==> src/rtl/multicycle_cpu_if.sv <==
// Shared instruction/data memory port of the multi-cycle core.
// One request at a time; an access completes on any edge with mem_req and mem_ready both high.
interface multicycle_cpu_if #(
  parameter int DATA_W = 16,
  parameter int ADDR_W = 16
);
  logic              mem_req;
  logic              mem_we;
  logic [ADDR_W-1:0] mem_addr;
  logic [DATA_W-1:0] mem_wdata;
  logic [DATA_W-1:0] mem_rdata;
  logic              mem_ready;

  modport master (
    output mem_req, mem_we, mem_addr, mem_wdata,
    input  mem_rdata, mem_ready
  );

  modport slave (
    input  mem_req, mem_we, mem_addr, mem_wdata,
    output mem_rdata, mem_ready
  );
endinterface

==> src/rtl/multicycle_cpu.sv <==
// Multi-cycle 16-bit-instruction mini-MIPS core, configurable datapath width,
// single shared memory port with req/ready wait states.
//
// state  | meaning
// FETCH  | read instruction at pc, pc += 2 on completion
// DECODE | latch A/B from register file, classify opcode
// EXEC   | ALU op, load/store address, or branch resolve
// MEM    | data load/store through the shared port
// WB     | register file write
// HALT   | frozen until reset
module multicycle_cpu #(
  parameter int DATA_W = 16,
  parameter int ADDR_W = 16
) (
  input  logic              clock,
  input  logic              reset,
  multicycle_cpu_if.master  bus,
  output logic [ADDR_W-1:0] pc,
  output logic [15:0]       ir,
  output logic [DATA_W-1:0] alu_out,
  output logic              halted
);

  typedef enum logic [2:0] {
    ST_FETCH, ST_DECODE, ST_EXEC, ST_MEM, ST_WB, ST_HALT
  } state_t;

  localparam logic [3:0] OP_ADD  = 4'h0;
  localparam logic [3:0] OP_SUB  = 4'h1;
  localparam logic [3:0] OP_AND  = 4'h2;
  localparam logic [3:0] OP_OR   = 4'h3;
  localparam logic [3:0] OP_NOR  = 4'h4;
  localparam logic [3:0] OP_SLT  = 4'h6;
  localparam logic [3:0] OP_ADDI = 4'h7;
  localparam logic [3:0] OP_LW   = 4'h8;
  localparam logic [3:0] OP_SW   = 4'h9;
  localparam logic [3:0] OP_BEQ  = 4'hA;
  localparam logic [3:0] OP_BNE  = 4'hB;
  localparam logic [3:0] OP_HALT = 4'hF;

  state_t            state, state_nxt;
  logic [DATA_W-1:0] rf [4];
  logic [DATA_W-1:0] reg_a, reg_b, mdr, alu_res, imm_sext;
  logic [ADDR_W-1:0] br_off;
  logic [3:0]        opc;
  logic [1:0]        rs, rt, rd, wr_sel;
  logic              is_rtype, is_nop, is_branch, br_taken;

  assign opc       = ir[15:12];
  assign rs        = ir[11:10];
  assign rt        = ir[9:8];
  assign rd        = ir[7:6];
  assign imm_sext  = {{(DATA_W-8){ir[7]}}, ir[7:0]};
  assign br_off    = {{(ADDR_W-9){ir[7]}}, ir[7:0], 1'b0};
  assign is_rtype  = (opc <= OP_SLT) && (opc != 4'h5);
  assign is_nop    = opc inside {4'h5, 4'hC, 4'hD, 4'hE};
  assign is_branch = (opc == OP_BEQ) || (opc == OP_BNE);
  assign br_taken  = (opc == OP_BEQ) ? (reg_a == reg_b) : (reg_a != reg_b);
  assign wr_sel    = is_rtype ? rd : rt;
  assign halted    = (state == ST_HALT);

  always_comb begin
    alu_res = '0;
    case (opc)
      OP_ADD:                 alu_res = reg_a + reg_b;
      OP_SUB:                 alu_res = reg_a - reg_b;
      OP_AND:                 alu_res = reg_a & reg_b;
      OP_OR:                  alu_res = reg_a | reg_b;
      OP_NOR:                 alu_res = ~(reg_a | reg_b);
      OP_SLT:                 alu_res = {{(DATA_W-1){1'b0}}, $signed(reg_a) < $signed(reg_b)};
      OP_ADDI, OP_LW, OP_SW:  alu_res = reg_a + imm_sext;
      default:                alu_res = '0;
    endcase
  end

  always_ff @(posedge clock or posedge reset) begin
    if (reset) state <= ST_FETCH;
    else       state <= state_nxt;
  end

  always_comb begin
    state_nxt     = state;
    bus.mem_req   = 1'b0;
    bus.mem_we    = 1'b0;
    bus.mem_addr  = '0;
    bus.mem_wdata = '0;
    case (state)
      ST_FETCH: begin
        bus.mem_req  = 1'b1;
        bus.mem_addr = pc;
        if (bus.mem_ready) state_nxt = ST_DECODE;
      end
      ST_DECODE: begin
        if (opc == OP_HALT) state_nxt = ST_HALT;
        else if (is_nop)    state_nxt = ST_FETCH;
        else                state_nxt = ST_EXEC;
      end
      ST_EXEC: begin
        if (is_rtype || opc == OP_ADDI)      state_nxt = ST_WB;
        else if (opc == OP_LW || opc == OP_SW) state_nxt = ST_MEM;
        else                                 state_nxt = ST_FETCH;
      end
      ST_MEM: begin
        bus.mem_req  = 1'b1;
        bus.mem_addr = alu_out[ADDR_W-1:0];
        if (opc == OP_SW) begin
          bus.mem_we    = 1'b1;
          bus.mem_wdata = reg_b;
        end
        if (bus.mem_ready) state_nxt = (opc == OP_SW) ? ST_FETCH : ST_WB;
      end
      ST_WB:   state_nxt = ST_FETCH;
      ST_HALT: state_nxt = ST_HALT;
      default: state_nxt = ST_FETCH;
    endcase
    // Reset must silence the port immediately, not on the next edge.
    if (reset) begin
      bus.mem_req   = 1'b0;
      bus.mem_we    = 1'b0;
      bus.mem_addr  = '0;
      bus.mem_wdata = '0;
    end
  end

  always_ff @(posedge clock or posedge reset) begin
    if (reset) begin
      pc      <= '0;
      ir      <= '0;
      alu_out <= '0;
      reg_a   <= '0;
      reg_b   <= '0;
      mdr     <= '0;
      for (int i = 0; i < 4; i++) rf[i] <= '0;
    end else begin
      case (state)
        ST_FETCH: begin
          if (bus.mem_ready) begin
            ir <= bus.mem_rdata[15:0];
            pc <= pc + ADDR_W'(2);
          end
        end
        ST_DECODE: begin
          reg_a <= rf[rs];
          reg_b <= rf[rt];
        end
        ST_EXEC: begin
          // Branch offset is relative to the already-incremented pc.
          if (is_branch) begin
            if (br_taken) pc <= pc + br_off;
          end else begin
            alu_out <= alu_res;
          end
        end
        ST_MEM: begin
          if (bus.mem_ready && opc == OP_LW) mdr <= bus.mem_rdata;
        end
        ST_WB: begin
          if (wr_sel != 2'd0) rf[wr_sel] <= (opc == OP_LW) ? mdr : alu_out;
        end
        default: ;
      endcase
    end
  end

endmodule
==> src/flat_wrapper.sv <==
// flat-port wrapper written by rule: the top's interface ports become plain ports
module multicycle_cpu_flat 
#(
  parameter int DATA_W = 16,
  parameter int ADDR_W = 16
)
  (clock, reset, pc, ir, alu_out, halted, bus_mem_req, bus_mem_we, bus_mem_addr, bus_mem_wdata, bus_mem_rdata, bus_mem_ready);
  multicycle_cpu_if #(.DATA_W(DATA_W), .ADDR_W(ADDR_W)) bus_i ();
  input  logic clock;
  input  logic reset;
  output logic [ADDR_W-1:0] pc;
  output logic [15:0] ir;
  output logic [DATA_W-1:0] alu_out;
  output logic halted;
  output wire logic [$bits(bus_i.mem_req)-1:0] bus_mem_req;
  output wire logic [$bits(bus_i.mem_we)-1:0] bus_mem_we;
  output wire logic [$bits(bus_i.mem_addr)-1:0] bus_mem_addr;
  output wire logic [$bits(bus_i.mem_wdata)-1:0] bus_mem_wdata;
  input wire logic [$bits(bus_i.mem_rdata)-1:0] bus_mem_rdata;
  input wire logic [$bits(bus_i.mem_ready)-1:0] bus_mem_ready;
  assign bus_mem_req = bus_i.mem_req;
  assign bus_mem_we = bus_i.mem_we;
  assign bus_mem_addr = bus_i.mem_addr;
  assign bus_mem_wdata = bus_i.mem_wdata;
  assign bus_i.mem_rdata = bus_mem_rdata;
  assign bus_i.mem_ready = bus_mem_ready;
  multicycle_cpu #(.DATA_W(DATA_W), .ADDR_W(ADDR_W)) u_core (.clock(clock), .reset(reset), .bus(bus_i), .pc(pc), .ir(ir), .alu_out(alu_out), .halted(halted));
endmodule
==> config.mk <==
export PLATFORM = sky130hd
export DESIGN_NAME = multicycle_cpu_flat
export DESIGN_NICKNAME = d
export VERILOG_FILES = /design/src/rtl/multicycle_cpu_if.sv /design/src/rtl/multicycle_cpu.sv /design/src/flat_wrapper.sv
export SDC_FILE = /design/constraint.sdc
export NUM_CORES = 1
export LEC_CHECK = 0
export ABC_AREA = 1
export CAP_MARGIN = 20
export CORE_ASPECT_RATIO = 0.8
export CORE_MARGIN = 3
export CORE_UTILIZATION = 55
export DETAILED_ROUTE_END_ITERATION = 10
export DONT_BUFFER_PORTS = 1
export PLACE_DENSITY = 0.7
export SYNTH_ARGS = -nofsm -noshare
export SYNTH_HDL_FRONTEND = slang
export SYNTH_SLANG_ARGS = --single-unit
==> constraint.sdc <==
create_clock -name clock -period 20.2 [get_ports clock]
set_input_delay 4.04 -clock clock [delete_from_list [all_inputs] [get_ports clock]]
set_output_delay 4.04 -clock clock [all_outputs]
set_load 0.01 [all_outputs]
==> metrics <==
synth top area cells=dfrtp_1, o21ai_0, nand2_1; Post-CTS Resized=0; first-pass GRT wire length=between 50000 and 60000 um; syn avg cell area=7.188 sq um; period utilization=0.4798; number of flops mapped to enable cells by yosys=0; # rows=46; area of the core=around 20000 sq um; critical-path cell list=nor4_1 -> inv_1 -> nor2_1 -> inv_1 -> nor2_1; Hold Crit Class=reg2reg; DR vias/cell=5.797; Critical Path Source Type=primary input; #FFs+latches synth=roughly 160; TritonCTS Buffers=17; setup skew after layout=19.18 ps; CTS tree=done; drt drc=0; Leakage Power=roughly 5.9 nW; outcome=finished clean; Setup Fix Bufs, Post-CTS=0; Synth Instances=roughly 1600; DR WL/cell=19.43 um; vias in the first global route=9529; WHS=394.7 ps; RSZ-0062 raised after global routing=no; top post-synthesis cells by count=nand2_1, o21ai_0, inv_1, dfrtp_1, nand3_1; CTS Sinks=about 160; gr ovfl total=0; CP bufs+invs=2; Starting DRT DRC Count=1259; Max FO, Critical Path=18; CP endpoint kind=output port; DR pass1 iterations=6; Hold-fix buffers, CTS=0; critical path class=in2out; Port Buffers=0; Synth Flop Type=dfrtp_1; total wire length=about 35000 um; Yosys top cell area share=0.3620; final setup TNS=0 ps; Final GP Congestion=slightly below 1; Worst EP required=16160 ps; Area Overhead vs Synth=6.067%; initial core utilization=0.5623; slowest CP cell=inv_1; Finished Core Util=0.5964; Die W=165.5 um; Die Ht=133.6 um; initial antenna violation count=0; Max Clk Rate=103.2 MHz; DP HPWL=approximately 26000 um; Synth cell types=44; Fillers=1880; count leader, synth=nand2_1; clk buf depth=2; synthesized area=11200 sq um; Global Route Usage Sum=0.3210; maxcap violations=0; ANT nets after route=0; Clk Latency, worst-skew pair=440 ps; share of cells above drive strength 1=0.06303; Yosys warnings=0; CP peak stage delay=400 ps; Via Count=10359; largest net degree at the start of global routing=78; worst rel slew slack=0.3309; min cycle time layout=9692 ps; root buf cell=clkbuf_16; syn nets=roughly 1700; Clock transition at path regs=70 ps; Worst Max-Slew Pin Slew=between 1000 and 1500 ps; VDD IR max=0.00007349 V; final number of max-transition violations=0; post-synthesis sequential area ratio=0.3620; I/O Pins=102; # nets final=1612; Die Footprint=around 22000 sq um; Hold Fails Final Rpt=0; # setup viols final=0; asr flop ratio synth=1.000; largest area contributor in the netlist=dfrtp_1; CP delay by family, top=simple AND/OR/NAND/NOR gates; pwr/cell area=163.5 nW/um^2; diode count=0; Tot Pwr=1.943 mW; CP arrival=around 5700 ps; H-tree Lvls=4
[cells in the final DEF, fill, tap and decap left out, drive strengths merged, types with 3 or more instances in the layout]
cell type,n
a21oi,84
buf,11
clkbuf,19
clkinv,4
clkinvlp,4
dfrtp,162
fa,3
ha,80
inv,211
mux2,32
nand2,345
nand3,110
nand3b,7
nand4,11
nor2,107
nor3,11
o21ai,276
o21bai,5
or2,7
xnor2,4
xor2,9
[worst register-to-register path: stages (launching register included)]
cell	delay [ps]
dfrtp_1	450
inv_1	190
nor2_2	700
nand2_1	370
nand2_1	810
nand2_2	360
o21ai_0	240
inv_1	90
ha_1	360
nand2_1	110
inv_1	70
a21oi_1	230
nor2_1	100
nor2_1	120
nand3_1	80
nand3_1	120
nand3_1	200
nand2_1	130
nand2_1	60
[power breakdown]
| group | internal [mW] | leakage (nW) | switching, mW |
|---|---|---|---|
| clock | 0.178 | 0.274 | 0.144 |
| combinational | 0.321 | 3.49 | 0.741 |
| sequential | 0.427 | 2.17 | 0.131 |
[final cells by class]
cell class / count / area [sq um] / area share
clock buffers: 19 / 452.9 / 0.03813
clock inverters: 13 / 125.1 / 0.01053
inverters: 207 / 782.0 / 0.06584
multi-input cells: 1111 / 6043 / 0.5088
flip-flops and latches: 162 / 4054 / 0.3413
well taps: 264 / 330.3 / 0.02781
repair buffers: 11 / 90.09 / 0.007585
[state kept, by name, summed over array words and instances, names as in the netlist]
register        flops
u_core.pc          15
u_core.mdr         16
u_core.rf          64
u_core.state        3
u_core.ir          16
u_core.reg_b       16
u_core.alu_out     16
u_core.reg_a       16
[layer usage]
layer  wire (um)  global-route usage  vias up
met5           0                   0        -
met4         777             0.07621        0
met3        2996             0.06062       47
met2       14900              0.4702      475
met1       16040              0.4914     4866
li1            -                   -     4971
[path summary, 6_finish.rpt]
kind	startpoint	endpoint	slack (ps)	cells past startpoint
worst min register to register	u_core.rf[61]$_DFFE_PP0P_	u_core.rf[61]$_DFFE_PP0P_	390	0
worst max-delay path	reset	bus_mem_wdata[12]	10510	5
worst min-delay path	u_core.rf[61]$_DFFE_PP0P_	u_core.rf[61]$_DFFE_PP0P_	390	0
min in group asynchronous	reset	u_core.pc[4]$_DFFE_PP0P_	3520	1
worst max register to register	u_core.ir[14]$_DFFE_PP0P_	u_core.alu_out[13]$_DFFE_PP0P_	15310	18
max in group asynchronous	reset	u_core.rf[9]$_DFFE_PP0P_	14750	3
[logic make-up after synthesis]
group,Yosys count,share of synthesized area
compound gates,379,0.1755
flops,162,0.3620
mux,32,0.03218
simple gates,603,0.2256
other cells,1,0.0003349
buf+inv,285,0.09944
fa+ha+maj,83,0.09475
xor+xnor,13,0.01017
[stage by stage]
stage                     worst slack [ps]  cell area [sq um]  std cells
final                                10510              11880       1787
after global routing                 10360              11880       1787
after CTS                            10500              11860       1786
after detailed placement             10500              11280       1754
after global placement               10560              11280       1754
after floorplan                       6583              11200       1558
(Power assumes the default switching activity.)
